[src/rtl/fetch_unit.sv]
// Instruction fetch unit: fetches from instruction memory over req/ack, resolves
// branches at fetch time for the program counter, and buffers words toward decode.
module fetch_unit #(
    parameter logic [2:0] BRANCH_OP  = 3'b111,
    parameter logic [2:0] BRANCHZ_OP = 3'b110
) (
    input  logic       clk,
    input  logic       rst_n,
    input  logic [7:0] pc,
    input  logic       zero_flag,
    output logic       mem_req,
    output logic [7:0] mem_addr,
    input  logic       mem_ack,
    input  logic [7:0] mem_rdata,
    output logic [7:0] pc_control,
    output logic [7:0] jump_offset,
    output logic       pc_advance,
    output logic       dec_valid,
    input  logic       dec_ready,
    output logic [7:0] dec_instr,
    output logic [7:0] dec_pc
);

    typedef enum logic [1:0] {
        IDLE,
        REQ,
        FULL
    } state_t;

    state_t     state;
    state_t     state_next;
    logic [1:0] count;
    logic [1:0] count_next;
    logic [7:0] slot_instr;
    logic [7:0] slot_pc;
    logic       accept;
    logic       pop;
    logic       taken;
    logic [2:0] op;

    // Acks seen outside REQ are ignored entirely: no push, no PC movement.
    assign accept     = mem_ack && (state == REQ);
    assign pop        = dec_valid && dec_ready;
    assign dec_valid  = (count != 2'd0);
    assign mem_addr   = pc;
    assign pc_advance = accept;

    assign op          = mem_rdata[7:5];
    assign taken       = accept && ((op == BRANCH_OP) || ((op == BRANCHZ_OP) && zero_flag));
    assign pc_control  = taken ? 8'hFF : 8'h00;
    assign jump_offset = taken ? {{3{mem_rdata[4]}}, mem_rdata[4:0]} : 8'h00;

    assign count_next = count + {1'b0, accept} - {1'b0, pop};

    always_comb begin
        state_next = state;
        case (state)
            IDLE: state_next = REQ;
            REQ: begin
                if (accept && (count_next == 2'd2)) begin
                    state_next = FULL;
                end
            end
            FULL: begin
                if (count_next < 2'd2) begin
                    state_next = REQ;
                end
            end
            default: state_next = IDLE;
        endcase
    end

    // mem_req is registered from the next state so it rises together with REQ.
    always_ff @(posedge clk or negedge rst_n) begin
        if (!rst_n) begin
            state   <= IDLE;
            mem_req <= 1'b0;
        end else begin
            state   <= state_next;
            mem_req <= (state_next == REQ);
        end
    end

    // Head entry lives in dec_instr/dec_pc; the second entry waits in slot_*.
    always_ff @(posedge clk or negedge rst_n) begin
        if (!rst_n) begin
            count      <= 2'd0;
            dec_instr  <= 8'h00;
            dec_pc     <= 8'h00;
            slot_instr <= 8'h00;
            slot_pc    <= 8'h00;
        end else begin
            count <= count_next;
            if (pop && (count == 2'd2)) begin
                dec_instr <= slot_instr;
                dec_pc    <= slot_pc;
            end
            if (accept) begin
                if ((count == 2'd0) || ((count == 2'd1) && pop)) begin
                    dec_instr <= mem_rdata;
                    dec_pc    <= pc;
                end else begin
                    slot_instr <= mem_rdata;
                    slot_pc    <= pc;
                end
            end
        end
    end

endmodule

[config.mk]
export PLATFORM = sky130hd
export DESIGN_NAME = fetch_unit
export DESIGN_NICKNAME = d
export VERILOG_FILES = /design/src/rtl/fetch_unit.sv
export SDC_FILE = /design/constraint.sdc
export NUM_CORES = 1
export LEC_CHECK = 0
export ABC_AREA = 1
export BUFFER_PORTS_ARGS = -buffer_cell sky130_fd_sc_hd__buf_2
export CORE_UTILIZATION = 50
export DETAILED_ROUTE_END_ITERATION = 6
export PLACE_DENSITY_LB_ADDON = 0.2
export RECOVER_POWER = 25
export SYNTH_ARGS = -nofsm -noshare
export SYNTH_HDL_FRONTEND = slang
export SYNTH_SLANG_ARGS = --single-unit
export TNS_END_PERCENT = 10
[constraint.sdc]
create_clock -name clk -period 2 [get_ports clk]
set_input_delay 0.5 -clock clk [delete_from_list [all_inputs] [get_ports clk]]
set_output_delay 0.5 -clock clk [all_outputs]
set_load 0.1 [all_outputs]
==> metrics.md <==
| Metric | Value |
|---|---|
| Status | finished clean |
| TritonCTS clock tree | yes |
| Routability Congestion | 0.773 |
| Final cycle utilization of the critical path | 0.991 |
| Area contributors post-synth | dfrtp_1 47%, nand2_1 13%, o21ai_2 7.5%, inv_1 7.4%, buf_4 7.2% |
| Detailed Routing Iterations Pass 1 | 4 |
| Mean Syn Cell Area | 8.14 sq um |
| CTS Buffer Depth | 2 |
| Crit. End Element | output port |
| First-pass GRT wire length | about 6400 um |
| Tightest Pin Transition | between 800 and 900 ps |
| Critical path class | register to output port |
| Via density per instance | about 4.7 |
| # setup viols final | 0 |
| Yosys reg bits | 37 |
| All-Layer GR Usage | 0.206 |
| Met3 GRT Util | 0.0739 |
| Synth Net Count | around 270 |
| CP Launch Type | register |
| Share of cells above drive strength 1 | 0.382 |
| Starting Density | 0.532 |
| DRT Wirelength | 3810 um |
| Worst setup margin | about 17 ps |
| Synth Area in Compound Gates | 0.144 |
| Final core utilization | 0.706 |
| Max-cap violations | 0 |
| Worst slack, placed | -28.5 ps |
| I/O pins | 64 |
| Post-CTS Hold Fix Bufs | 0 |
| Ys async rst share | 1.00 |
| Cells after synthesis | around 240 |
| Synth cell count leaders | 67 x nand2_1, 39 x inv_1, 37 x dfrtp_1, 19 x buf_4, 17 x o21ai_2 |
| Clk_lat worst skew | ~290 ps |
| H-Tree Depth | 2 |
| Fill count | between 300 and 400 |
| Count leader, synth | nand2_1 |
| CP top delay family | simple AND/OR/NAND/NOR gates |
| Setup TNS | 0 ps |
| Die H | about 65 um |
| Wire per inst | roughly 11 um |
| Die Width | about 65 um |
| Area grow syn2layout | 32.6% |
| WP buf/inv | 3 |
| RSZ-0062 raised after global routing | yes |
| Post-Synth Simple-Gate Area | 0.191 |
| # diodes | 0 |
| Clock-pin transition on the worst setup and hold timing paths | approximately 70 ps |
| Tmin final | between 1500 and 2000 ps |
| Clock Skews | roughly 2.5 ps |
| CTS buffer count | 5 |
| CP max stage delay | roughly 400 ps |
| Antenna violations before repair | 0 |
| Ys Warns | 0 |
| F_max | 504 MHz |
| Area share of xor/xnor cells in the synthesized design | 0 |
| # DRC | 0 |
| Yosys top cell area share | 0.468 |
| PortBufs | 63 |
| Met1 Usage GRT | 0.235 |
| Clock net sink count | 37 |
| CP max-delay cell | dfrtp_1 |
| Synth Area in Adders | 0.0127 |
| Rows | 22 |
| DRT iter0 DRCs | 48 |
| Met2 usage | 0.331 |
| Vias in the first global route | 1,461 |
| WP data required | approximately 1500 ps |
| Hold crit path type | input pin to async pin |
| Final ANT Viol Nets | 0 |
| Seq/Total Area, Yosys | 0.468 |
| Final hold violations | 0 |
| Crit Path Max Fanout | 6 |
| Post-synth EDFFs | 0 |
| Multiplexer area fraction after synthesis | 0 |
| Area leader, netlist | dfrtp_1 |
| Layer with the highest usage | met2 |
| Post-synthesis cell type count | 20 |
| CP cell instances | inv_2 -> nand3_4 -> inv_8 -> nand2_8 -> nor2_4 -> buf_12 |
| Largest net degree at the start of global routing | 38 |
| Core area | roughly 0.0037 sq mm |
| Top FF cell, synth | dfrtp_1 |
| Final HPWL DP | approximately 2700 um |
| WP data arrival | roughly 1500 ps |
| Worst slew margin | 0.415 |
| Largest family of logic cells by synthesized area | simple AND/OR/NAND/NOR gates |
| Routed via count | 1,614 |
| Overflow after GRT | 0 |
| Synthesized area | between 0.0015 and 0.002 sq mm |
| CTS root buffer | clkbuf_8 |
| Fin. max-slew vios | 0 |
| Die area | about 0.0042 sq mm |
| Nets | between 300 and 400 |
==> per-layer routing <==
layer | wire length (um) | up-vias | share of wire
met5 | 0 | - | 0
met4 | 104 | 0 | 0.027
met3 | 292 | 11 | 0.077
met2 | 1800 | 51 | 0.47
met1 | 1610 | 727 | 0.42
li1 | - | 825 | -
==> final cells by class <==
type | instances | area [sq um] | share of cell area
clock buffer | 6 | 72.6 | 0.0277
clock inverter | 2 | 10.0 | 0.00382
inverter | 42 | 165 | 0.0630
multi-input combinational | 137 | 741 | 0.282
sequential | 37 | 926 | 0.353
tap | 48 | 60.1 | 0.0229
timing repair buffer | 72 | 648 | 0.247
==> kinds of logic after synthesis <==
kind of cell,count (synthesis)
flops,37
simple gates,93
fa+ha+maj,2
buf+inv,69
compound gates,42
==> flip-flops by register name, indices dropped and copies added (netlist names) <==
name	cells
slot_instr	8
mem_req	1
state	2
dec_pc	8
slot_pc	8
count	2
dec_instr	8
==> per-stage QoR <==
stage	cell area (sq um)	cells	hold WS (ps)
after global placement	2530	335	458
after detailed placement	2530	335	462
after global routing	2620	344	473
after floorplan	2070	243	204
final	2620	344	393
after CTS	2630	344	250
==> worst paths after layout <==
kind                       slack (ps)             end       start  cells after the start
min in group clk                  450       dec_pc[6]       pc[6]                      3
hold / removal                    390   slot_instr[0]       rst_n                      2
setup reg to reg                  280         mem_req    count[1]                      9
setup / recovery                   20  jump_offset[4]    state[1]                      6
hold reg to reg                   470      slot_pc[1]  slot_pc[1]                      2
max in group asynchronous        1050       dec_pc[4]       rst_n                      2
==> repair_timing <==
item / CTS / global route
endpoints found under the setup margin: 12 / 12
resized for setup: 3 / 0
pin swaps: 2 / 0
cloned: 0 / 0
setup buffers: 1 / 0
==> cells in the final DEF, fill, tap and decap left out <==
master / instances
o21ai_4: 1
nor2_2: 4
a21oi_1: 1
o21ai_0: 15
nand4_1: 1
buf_4: 7
inv_8: 1
o21ai_2: 17
inv_2: 4
o21ai_1: 8
clkbuf_1: 1
nand2_1: 66
ha_1: 2
nand3_4: 1
nand2_2: 2
nor2_4: 1
clkbuf_8: 5
clkbuf_2: 1
nand3_2: 1
clkinv_2: 2
nand2_8: 1
buf_12: 18
inv_1: 37
buf_2: 46
nor3_4: 1
dfrtp_1: 37
nor2_1: 9
nand3_1: 6
Power is not shown: default switching activity piles up to over one toggle a cycle in this logic, so the estimate is an artifact.
